$ cat src/rtl/keypad_scanner.sv
// 4x4 matrix keypad scanner: rotates an active-low column strobe, samples the rows,
// and debounces single-key presses and releases over whole-matrix scans.
//
// state     | meaning
// IDLE      | no key registered, waiting for a single-key scan
// DEB_PRESS | same single key seen on consecutive scans, counting toward a press
// PRESSED   | key registered; rollover and extra keys are ignored
// DEB_REL   | empty scans seen, counting toward a release
module keypad_scanner #(
    parameter int SCAN_CYCLES    = 100000,
    parameter int DEBOUNCE_SCANS = 4
) (
    input  logic       clk,
    input  logic       reset,
    input  logic [3:0] row,
    output logic [3:0] col,
    output logic [3:0] key_code,
    output logic       key_valid,
    output logic       key_held
);

    localparam int             DW         = $clog2(SCAN_CYCLES);
    localparam logic [DW-1:0]  DWELL_LAST = DW'(SCAN_CYCLES - 1);
    localparam logic [3:0]     DEB_LAST   = 4'(DEBOUNCE_SCANS);

    typedef enum logic [1:0] {IDLE, DEB_PRESS, PRESSED, DEB_REL} state_t;

    logic [3:0]    row_s1_q, row_s2_q;
    logic [DW-1:0] dwell_q, dwell_d;
    logic [1:0]    col_idx_q, col_idx_d;
    logic [15:0]   image_q, image_d;
    state_t        state_q, state_d;
    logic [3:0]    cand_q, cand_d;
    logic [3:0]    cnt_q, cnt_d;
    logic [3:0]    key_code_q;
    logic          key_valid_q;
    logic          capture, scan_done, press_done;
    logic [4:0]    n_keys;
    logic [3:0]    hit_idx;
    logic [3:0]    hit_code;
    logic          is_none, is_single;

    function automatic logic [3:0] key_map(input logic [1:0] r, input logic [1:0] c);
        logic [3:0] code;
        code = 4'h0;
        case ({r, c})
            4'b00_00: code = 4'h1;
            4'b00_01: code = 4'h2;
            4'b00_10: code = 4'h3;
            4'b00_11: code = 4'hA;
            4'b01_00: code = 4'h4;
            4'b01_01: code = 4'h5;
            4'b01_10: code = 4'h6;
            4'b01_11: code = 4'hB;
            4'b10_00: code = 4'h7;
            4'b10_01: code = 4'h8;
            4'b10_10: code = 4'h9;
            4'b10_11: code = 4'hC;
            4'b11_00: code = 4'h0;
            4'b11_01: code = 4'hF;
            4'b11_10: code = 4'hE;
            default:  code = 4'hD;
        endcase
        return code;
    endfunction

    always_ff @(posedge clk or negedge reset) begin
        if (!reset) begin
            row_s1_q <= 4'hF;
            row_s2_q <= 4'hF;
        end else begin
            row_s1_q <= row;
            row_s2_q <= row_s1_q;
        end
    end

    assign capture   = (dwell_q == DWELL_LAST);
    assign scan_done = capture && (col_idx_q == 2'd3);
    assign col       = ~(4'b0001 << col_idx_q);

    // Image bit c*4+r is 1 when key (r,c) is pressed; the current slice is
    // folded in here so the classifier sees the complete scan on its last capture.
    always_comb begin
        image_d   = image_q;
        dwell_d   = dwell_q + 1'b1;
        col_idx_d = col_idx_q;
        if (capture) begin
            image_d[{col_idx_q, 2'b00} +: 4] = ~row_s2_q;
            dwell_d   = '0;
            col_idx_d = col_idx_q + 2'd1;
        end
    end

    always_ff @(posedge clk or negedge reset) begin
        if (!reset) begin
            dwell_q   <= '0;
            col_idx_q <= 2'd0;
            image_q   <= '0;
        end else begin
            dwell_q   <= dwell_d;
            col_idx_q <= col_idx_d;
            image_q   <= image_d;
        end
    end

    always_comb begin
        n_keys  = '0;
        hit_idx = '0;
        for (int i = 0; i < 16; i++) begin
            n_keys = n_keys + 5'(image_d[i]);
            if (image_d[i]) hit_idx = 4'(i);
        end
        hit_code  = key_map(hit_idx[1:0], hit_idx[3:2]);
        is_none   = (n_keys == 5'd0);
        is_single = (n_keys == 5'd1);
    end

    always_ff @(posedge clk or negedge reset) begin
        if (!reset) begin
            state_q     <= IDLE;
            cand_q      <= '0;
            cnt_q       <= '0;
            key_code_q  <= '0;
            key_valid_q <= 1'b0;
        end else begin
            state_q     <= state_d;
            cand_q      <= cand_d;
            cnt_q       <= cnt_d;
            key_valid_q <= press_done;
            if (press_done) key_code_q <= cand_d;
        end
    end

    always_comb begin
        state_d    = state_q;
        cand_d     = cand_q;
        cnt_d      = cnt_q;
        press_done = 1'b0;
        if (scan_done) begin
            case (state_q)
                IDLE: begin
                    if (is_single) begin
                        cand_d = hit_code;
                        cnt_d  = 4'd1;
                        if (DEB_LAST == 4'd1) begin
                            state_d    = PRESSED;
                            press_done = 1'b1;
                        end else begin
                            state_d = DEB_PRESS;
                        end
                    end
                end
                DEB_PRESS: begin
                    if (!is_single) begin
                        state_d = IDLE;
                    end else begin
                        if (hit_code == cand_q) begin
                            cnt_d = cnt_q + 4'd1;
                        end else begin
                            cand_d = hit_code;
                            cnt_d  = 4'd1;
                        end
                        if (cnt_d == DEB_LAST) begin
                            state_d    = PRESSED;
                            press_done = 1'b1;
                        end
                    end
                end
                PRESSED: begin
                    if (is_none) begin
                        cnt_d   = 4'd1;
                        state_d = (DEB_LAST == 4'd1) ? IDLE : DEB_REL;
                    end
                end
                default: begin
                    if (is_none) begin
                        cnt_d = cnt_q + 4'd1;
                        if (cnt_d == DEB_LAST) state_d = IDLE;
                    end else begin
                        state_d = PRESSED;
                    end
                end
            endcase
        end
    end

    always_comb begin
        key_held  = (state_q == PRESSED) || (state_q == DEB_REL);
        key_code  = key_code_q;
        key_valid = key_valid_q;
    end

endmodule
$ cat config.mk
export PLATFORM = sky130hd
export DESIGN_NAME = keypad_scanner
export DESIGN_NICKNAME = d
export VERILOG_FILES = /design/src/rtl/keypad_scanner.sv
export SDC_FILE = /design/constraint.sdc
export NUM_CORES = 1
export LEC_CHECK = 0
export ABC_AREA = 0
export CORE_MARGIN = 2
export CORE_UTILIZATION = 66
export CTS_CLUSTER_SIZE = 14
export DETAILED_ROUTE_END_ITERATION = 10
export PLACE_DENSITY = 0.92
export REMOVE_ABC_BUFFERS = 1
export SLEW_MARGIN = 20
export SYNTH_ARGS = -nofsm -noshare
export SYNTH_HDL_FRONTEND = slang
export SYNTH_SLANG_ARGS = --single-unit
$ cat constraint.sdc
create_clock -name clk -period 11.6 [get_ports clk]
set_input_delay 1.16 -clock clk [delete_from_list [all_inputs] [get_ports clk]]
set_output_delay 1.16 -clock clk [all_outputs]
set_load 0.01 [all_outputs]
==> results of run 1 <==
per-layer routing:
metal,track usage [%],wire length [um],part of all wire (%)
met5,0,0,0
met4,17.93,349,4.0
met3,4.545,548,6.3
met2,51.78,4362,50
met1,38.19,3471,40
synth_stat cells, drive strengths merged (10+ instances only):
cell / n
mux2i: 10
a21oi: 12
inv: 33
dfrtp: 50
nand2: 42
fa: 10
ha: 20
nand3: 11
nor2: 34
xnor2: 10
o21ai: 24
layout by cell type (no fill, tap or decap), types with 8 or more instances in the layout:
master | netlist | final
sky130_fd_sc_hd__inv_1 | 32 | 32
sky130_fd_sc_hd__dfstp_2 | 8 | 8
sky130_fd_sc_hd__xor2_1 | 8 | 8
sky130_fd_sc_hd__o21ai_0 | 22 | 22
sky130_fd_sc_hd__fa_1 | 10 | 10
sky130_fd_sc_hd__clkdlybuf4s50_1 | 0 | 14
sky130_fd_sc_hd__clkbuf_8 | 0 | 9
sky130_fd_sc_hd__o31ai_1 | 8 | 8
sky130_fd_sc_hd__a21oi_1 | 12 | 12
sky130_fd_sc_hd__nor2_1 | 33 | 33
sky130_fd_sc_hd__xnor2_1 | 10 | 10
sky130_fd_sc_hd__nand2_1 | 40 | 40
sky130_fd_sc_hd__nand3_1 | 11 | 11
sky130_fd_sc_hd__dfrtp_1 | 50 | 50
sky130_fd_sc_hd__mux2i_1 | 9 | 9
sky130_fd_sc_hd__ha_1 | 20 | 20
flip-flops by register name (all words and copies together) (netlist names):
| signal | count |
|---|---|
| key_code | 4 |
| row_s2_q | 4 |
| dwell_q | 17 |
| image_q | 16 |
| cnt_q | 4 |
| key_valid | 1 |
| col_idx_q | 2 |
| cand_q | 4 |
| row_s1_q | 4 |
| state_q | 2 |
power by group through the flow:
stage | clock (mW) | sequential, mW | combinational [mW]
floorplan | 0 | 0.210 | 0.000729
global placement | 0 | 0.211 | 0.00667
detailed placement | 0 | 0.211 | 0.00673
CTS | 0.225 | 0.207 | 0.00676
global route | 0.235 | 0.207 | 0.00761
finish | 0.226 | 0.207 | 0.00654
critical path: cells and delay by family (launching register included):
family | cells | cell delay, ns
DFF | 1 | 0.39
buffers and inverters | 1 | 0.06
adders and majority gates | 7 | 2.83
and+or+nand+nor | 6 | 2.54
muxes | 2 | 0.70
AOI/OAI and AO/OA | 3 | 1.28
final cells by class:
| type | count | share of cell area (%) |
|---|---|---|
| clock inverter | 6 | 2.521 |
| timing repair buffer | 16 | 3.661 |
| sequential | 58 | 35.05 |
| inverter | 33 | 2.971 |
| tap | 72 | 2.161 |
| multi-input combinational | 282 | 50.57 |
| clock buffer | 10 | 3.061 |
per-stage QoR:
step | instance area [sq um] | worst slack (ns) | instances | power (mW)
after floorplan | 3687 | 4.543 | 373 | 0.2104
final | 4169 | 3.677 | 477 | 0.4399
after CTS | 4163 | 3.433 | 477 | 0.4386
after detailed placement | 3930 | 3.557 | 461 | 0.2174
after global routing | 4169 | 3.131 | 477 | 0.4494
after global placement | 3930 | 4.076 | 461 | 0.2172
cells by family (layout without fill, tap and decap cells):
| logic type | Yosys count | in the layout | share of synthesized area (%) |
|---|---|---|---|
| adder cells (fa/ha/maj) | 30 | 30 | 12.08 |
| AND/OR/NAND/NOR | 145 | 145 | 21.22 |
| multiplexers | 18 | 18 | 5.841 |
| buffers and inverters | 41 | 65 | 4.397 |
| AO/OA/AOI/OAI | 70 | 70 | 12.42 |
| flip-flops | 58 | 58 | 39.21 |
| XOR/XNOR | 19 | 19 | 4.834 |
how the worst max path moves through the flow:
stage / from / endpoint / depth (start not counted)
2_1_floorplan: dwell_q[0] / key_code[3] / 20
3_3_place_gp: dwell_q[0] / key_code[3] / 20
3_5_place_dp: dwell_q[0] / key_code[3] / 21
4_1_cts: dwell_q[0] / key_code[3] / 21
5_1_grt: dwell_q[0] / key_code[3] / 21
6_report: dwell_q[0] / key_code[3] / 19
==> key figures, run 1 <==
Outcome
  – Status: complete, no violations

Die
  – DIE HEIGHT: 79.15 um
  – Die X-Extent: 79.15 um
  – Core region area: 5473 sq um
  – Die area: 6265 sq um
  – Number of top-level pins: 16
  – Row count: 27
  – Effective utilization at floorplan: 68.11%

Timing
  – Worst-case hold slack: 0.3559 ns
  – Final Hold Fails: 0
  – Setup_tns: 0 ns
  – Worst slew pin tran: 0.8109 ns
  – Share of the cycle needed by the critical path after routing: 68.31%
  – # setup viols final: 0
  – RSZ-0062 raised after global routing: no
  – Layout Skew: 0.01095 ns
  – Worst-case headroom to the max-slew limit: 45.52%
  – Max Slew Vio Count: 0
  – Maximum clock frequency: 126.2 MHz
  – Post-layout min period: 7.923 ns

Clock network
  – Clock latency on the worst-skew pair: 0.35 ns
  – Maximum buffer depth of the clock tree: 2
  – Depth of the CTS H-tree: 3
  – Clock-pin slew of the registers on the worst-case setup and hold paths: 0.07 ns
  – Hold-fix buffers, CTS: 0
  – Number of buffers added for setup after CTS: 0
  – Root Buffer: sky130_fd_sc_hd__clkbuf_8
  – CTS tree: yes
  – Post-cts resize count: 0
  – Number of buffers created by CTS: 9
  – Sink count of the clock tree: 58

Worst hold path
  – Hold WC Path Type: flop to flop
  – HP Start: row_s1_q[0]
  – Number of cells traversed by the worst hold path: 0
  – Worst hold endpoint: row_s2_q[0]

Setup path
  – Highest net fanout along the worst path: 18
  – Register-to-Register Path Depth: 19
  – Crit path capture type: flop
  – Cell with the largest stage delay on the worst path: sky130_fd_sc_hd__o31ai_1
  – Arrival time of data at the critical path endpoint: 8.16 ns
  – Register-to-register setup slack: 3.68 ns
  – Worst flop-to-flop path endpoint: key_code[3]
  – Critical Path RT: 11.83 ns
  – Launch point of the worst reg-to-reg path: dwell_q[0]
  – Cell-by-cell listing of the critical path: ha_1 -> and4_1 -> and4_1 -> nand2_4 -> o31ai_1 -> fa_1 -> fa_1 -> fa_1 -> fa_1 -> ha_1 -> inv_1 -> fa_1 -> a2111oi_0 -> a21oi_1 -> nor4b_2 -> nand2_1 -> nor3_1 -> mux2_2 -> mux2_4
  – Worst Setup Start Kind: flop
  – Delay of the slowest cell on the worst path: 0.70 ns
  – Most common cell on crit path: sky130_fd_sc_hd__fa_1
  – Start-to-end type of the worst setup path: flop to flop

Layout
  – Multi-input logic area: 2108 sq um
  – Fill cells: 345
  – Utilization of the core after routing: 76.18%
  – Antenna diode count: 0
  – Share of cells above drive strength 1: 13.33%
  – Area overhead of the layout relative to synthesis: 11.85%
  – Final net count: 436
  – FF+latch area: 1461 sq um

Routing
  – Via count: 3052
  – Detailed-route vias per instance: 6.398
  – Average wire length per cell after detail routing: 18.31 um
  – Post-route ant nets: 0
  – Number of DRC violations after detailed routing: 0
  – Final wirelength: 8732 um
  – Initial drt markers: 343
  – TritonRoute pass-1 iters: 7

Yosys
  – Share of Yosys cell area claimed by the top area cell type: 33.57%
  – Yosys warning count: 0
  – Mapped Area: 3727 sq um
  – Cell types with the largest area share after synthesis: sky130_fd_sc_hd__dfrtp_1 (34%), sky130_fd_sc_hd__ha_1 (6.7%), sky130_fd_sc_hd__dfstp_2 (5.6%)
  – Sequential area share after synthesis: 39.21%
  – Number of synthesized flops with an enable pin: 0
  – Gate Count Post-Synth: 381
  – Share of synthesized flip-flops with an asynchronous set or reset: 100.0%
  – Average cell area after synthesis: 9.783 sq um
  – Cell type with the highest aggregate area in the netlist: sky130_fd_sc_hd__dfrtp_1
  – Library cells used by synthesis: 67
  – Post-synthesis sequential element count: 58
  – Flip-flop cell with the highest count after synthesis: sky130_fd_sc_hd__dfrtp_1

Pwr
  – P_int: 348.2 uW
  – Share of power burned in the clock network: 51.4%
  – Net load switching power: 91.70 uW
  – Switching portion of total power: 20.85%
  – Combinational Power Share: 1.5%
  – Worst voltage drop across the vdd grid: 0.07754 mV
  – Pwr dens: 105.5 nW/um^2
  – Sequential cell fraction of total power: 47.1%
  – Leakage dissipation: 1.940 nW

Global route
  – Maximum number of pins on one net before global-route repair: 59
  – Aggregate global routing overflow: 0
  – Initial antenna violation count: 0
  – Global-route wire length before repair: 14800 um
  – Overall Global Routing Usage: 30.92%
  – Vias in the first global route: 3136

Flow run
  – Maximum Capacitance Violations: 0

Placement
  – Number of buffers added on ports: 15
  – Final HPWL from detailed placement: 6070 um
  – Final estimated routing congestion in global placement: 0.9482
Power figures use the tool's default switching activity.
==> inputs of run 2 (changes only) <==
--- a/config.mk
+++ b/config.mk
@@ -7,10 +7,10 @@
 export LEC_CHECK = 0
 export ABC_AREA = 0
 export CORE_MARGIN = 2
-export CORE_UTILIZATION = 66
+export CORE_UTILIZATION = 55
 export CTS_CLUSTER_SIZE = 14
 export DETAILED_ROUTE_END_ITERATION = 10
-export PLACE_DENSITY = 0.92
+export PLACE_DENSITY = 0.82
 export REMOVE_ABC_BUFFERS = 1
 export SLEW_MARGIN = 20
 export SYNTH_ARGS = -nofsm -noshare
==> constraint.sdc (replaced) <==
create_clock -name clk -period 7.2 [get_ports clk]
set_input_delay 0.72 -clock clk [delete_from_list [all_inputs] [get_ports clk]]
set_output_delay 0.72 -clock clk [all_outputs]
set_load 0.01 [all_outputs]
==> run 2 against run 1 <==
Effect of this change: via count shrank 6.4%; register-to-register slack lost 3.3 ns; setup slack lost 3.3 ns; sequential power grew 61%; flip-flop and latch count is the same; global-route usage shrank 7.6 points; final area grew 0.21%.
==> key figures, run 2 (synthesized netlist as in run 1, its figures left out) <==
Outcome
  – Status: complete, no violations (unchanged)

Global route
  – Initial antenna violation count: 0 (unchanged)
  – Maximum number of pins on one net before global-route repair: 59 (unchanged)
  – Vias in the first global route: 2852 (was 3136)
  – Overall Global Routing Usage: 23.32% (was 30.92%)
  – Global-route wire length before repair: 13440 um (was 14800 um)
  – Aggregate global routing overflow: 0 (unchanged)

Layout
  – Most frequent standard cell in the layout excluding fill and tap cells: sky130_fd_sc_hd__dfrtp_1 (unchanged)
  – Commonest non-fill, non-tap cells in the layout: sky130_fd_sc_hd__dfrtp_1 (50), sky130_fd_sc_hd__nand2_1 (40), sky130_fd_sc_hd__nor2_1 (33) (unchanged)
  – Largest registers in the final layout: dwell_q: 17 flops, image_q: 16 flops (unchanged)
  – Antenna diode count: 0 (unchanged)
  – Share of cells above drive strength 1: 14.60% (was 13.33%)
  – Final std cell area, no fill: 4178 sq um (was 4169 sq um)
  – Number of flip-flops under the largest register name: 17 (unchanged)
  – Area overhead of the layout relative to synthesis: 12.08% (was 11.85%)
  – Largest Register: dwell_q (unchanged)
  – Final net count: 442 (was 436)

Setup path
  – Register-to-Register Path Depth: 21 (was 19)
  – Worst Setup Start Kind: flop (unchanged)
  – Cell-by-cell listing of the critical path: inv_2 -> ha_1 -> or3b_4 -> nand2b_1 -> o31ai_1 -> fa_1 -> fa_1 -> fa_1 -> fa_1 -> ha_1 -> inv_1 -> fa_1 -> a2111oi_0 -> a21oi_1 -> nor4b_1 -> buf_4 -> a31oi_1 -> o22ai_1 -> nand3_1 -> a21oi_1 -> mux2_2 (was ha_1 -> and4_1 -> and4_1 -> nand2_4 -> o31ai_1 -> fa_1 -> fa_1 -> fa_1 -> fa_1 -> ha_1 -> inv_1 -> fa_1 -> a2111oi_0 -> a21oi_1 -> nor4b_2 -> nand2_1 -> nor3_1 -> mux2_2 -> mux2_4)
  – Crit path capture type: flop (unchanged)
  – Start-to-end type of the worst setup path: flop to flop (unchanged)
  – Launch point of the worst reg-to-reg path: col_idx_q[0] (was dwell_q[0])
  – Delay of the slowest cell on the worst path: 0.52 ns (was 0.70 ns)
  – Register-to-register setup slack: 0.33 ns (was 3.68 ns)
  – Critical Path RT: 7.42 ns (was 11.83 ns)
  – Highest net fanout along the worst path: 9 (was 18)
  – Worst flop-to-flop path endpoint: state_q[0] (was key_code[3])
  – Arrival time of data at the critical path endpoint: 7.09 ns (was 8.16 ns)
  – Critical path launch point: col_idx_q[0] (was dwell_q[0])
  – Most common cell on crit path: sky130_fd_sc_hd__fa_1 (unchanged)
  – Cell with the largest stage delay on the worst path: sky130_fd_sc_hd__fa_1 (was sky130_fd_sc_hd__o31ai_1)

Die
  – Number of top-level pins: 16 (unchanged)
  – Effective utilization at floorplan: 55.79% (was 68.11%)
  – DIE HEIGHT: 86.32 um (was 79.15 um)
  – Die X-Extent: 86.32 um (was 79.15 um)
  – Row count: 30 (was 27)
  – Die area: 7451 sq um (was 6265 sq um)
  – Core region area: 6681 sq um (was 5473 sq um)

Pwr
  – Switching portion of total power: 21.66% (was 20.85%)
  – Leakage dissipation: 1.947 nW (was 1.940 nW)
  – P_int: 485.2 uW (was 348.2 uW)
  – Worst voltage drop across the vdd grid: 0.1329 mV (was 0.07754 mV)
  – Post-layout total power: 619.3 uW (was 439.9 uW)
  – Pwr dens: 148.2 nW/um^2 (was 105.5 nW/um^2)
  – Combinational Power Share: 1.7% (was 1.5%)
  – Net load switching power: 134.1 uW (was 91.70 uW)
  – Sequential cell fraction of total power: 53.9% (was 47.1%)
  – Share of power burned in the clock network: 44.4% (was 51.4%)

Timing
  – Layout Skew: 0.006791 ns (was 0.01095 ns)
  – Final Hold Fails: 0 (unchanged)
  – Maximum clock frequency: 145.7 MHz (was 126.2 MHz)
  – Worst-case headroom to the max-slew limit: 52.21% (was 45.52%)
  – Share of the cycle needed by the critical path after routing: 95.35% (was 68.31%)
  – Max Slew Vio Count: 0 (unchanged)
  – Worst slew pin tran: 0.7103 ns (was 0.8109 ns)
  – Post-layout min period: 6.865 ns (was 7.923 ns)
  – Setup_tns: 0 ns (unchanged)
  – RSZ-0062 raised after global routing: no (unchanged)
  – # setup viols final: 0 (unchanged)

Clock network
  – Number of buffers created by CTS: 9 (unchanged)
  – CTS tree: yes (unchanged)
  – Depth of the CTS H-tree: 3 (unchanged)
  – Post-cts resize count: 0 (unchanged)
  – Number of buffers added for setup after CTS: 0 (unchanged)
  – Maximum buffer depth of the clock tree: 2 (unchanged)
  – Root Buffer: sky130_fd_sc_hd__clkbuf_8 (unchanged)
  – Sink count of the clock tree: 58 (unchanged)
  – Hold-fix buffers, CTS: 0 (unchanged)
  – Clock latency on the worst-skew pair: 0.34 ns (was 0.35 ns)
  – Clock-pin slew of the registers on the worst-case setup and hold paths: 0.06 ns (was 0.07 ns)

Routing
  – TritonRoute pass-1 iters: 6 (was 7)
  – Final wirelength: 7916 um (was 8732 um)
  – Via count: 2858 (was 3052)
  – Detailed-route vias per instance: 5.821 (was 6.398)
  – Average wire length per cell after detail routing: 16.12 um (was 18.31 um)
  – Post-route ant nets: 0 (unchanged)
  – Number of DRC violations after detailed routing: 0 (unchanged)
  – Initial drt markers: 228 (was 343)

Placement
  – Final estimated routing congestion in global placement: 0.9992 (was 0.9482)
  – Final HPWL from detailed placement: 5883 um (was 6070 um)
  – Placed Area: 3985 sq um (was 3930 sq um)
  – Number of buffers added on ports: 15 (unchanged)

Flow run
  – Maximum Capacitance Violations: 0 (unchanged)

Worst hold path
  – Worst hold endpoint: row_s2_q[3] (was row_s2_q[0])
  – HP Start: row_s1_q[3] (was row_s1_q[0])
  – Number of cells traversed by the worst hold path: 0 (unchanged)
  – Hold WC Path Type: flop to flop (unchanged)
## run 2: changes by cell type in the layout (fill, tap and decap cells not counted), sizes merged
cell    delta
buf        +6
clkbuf     +4
bufinv     -3
clkinv     -1
## run 2: worst max path at each step
| stage | cells after the start | endpoint |
|---|---|---|
| final | 21 | state_q[0] |
| after detailed placement | 20 | state_q[0] |
| after global placement | 20 | state_q[0] |
| after global routing | 21 | state_q[0] |
| after floorplan | 20 | key_code[3] |
| after CTS | 20 | state_q[0] |
## run 2: power groups by stage
stage | logic (mW) | registers (mW) | clock network [mW]
6_report | 0.0104 | 0.334 | 0.275
3_3_place_gp | 0.0107 | 0.339 | 0
2_1_floorplan | 0.00117 | 0.338 | 0
4_1_cts | 0.0109 | 0.334 | 0.279
5_1_grt | 0.0121 | 0.334 | 0.293
3_5_place_dp | 0.0108 | 0.339 | 0
## run 2: metal layers
layer	track usage [%]	vias to the layer above	part of all wire, %
met5	0	-	0
met2	37.55	72	48
met4	10.23	0	2.4
li1	-	1386	-
met1	31.19	1383	45
met3	3.905	17	4.6
## run 2: final cells by class
class	count	area [sq um]
Tap cell	80	100.1
Multi-Input combinational cell	282	2112
Sequential cell	58	1461
Clock buffer	14	172.7
Fill cell	532	2504
Timing Repair Buffer	22	197.7
Clock inverter	2	10.01
Inverter	33	123.9
## run 2: worst max-delay path, delay by kind of cell, from the launching register on
kind            cells  cell delay, ns
compound gates      6            1.44
fa+ha+maj           7            2.87
buf+inv             3            0.41
flops               1            0.50
mux                 1            0.38
simple gates        4            1.14
## run 2: metrics by stage
stage | std cells | util [%] | setup WS [ns] | hold WS [ns]
floorplan | 373 | - | 0.1429 | 0.3452
global placement | 475 | 59.64 | 0.4818 | 0.3468
detailed placement | 475 | 59.64 | 0.3687 | 0.3468
CTS | 491 | 62.38 | 0.3081 | 0.3559
global route | 491 | 62.53 | 0.01056 | 0.3577
finish | 491 | 62.53 | 0.3348 | 0.3554
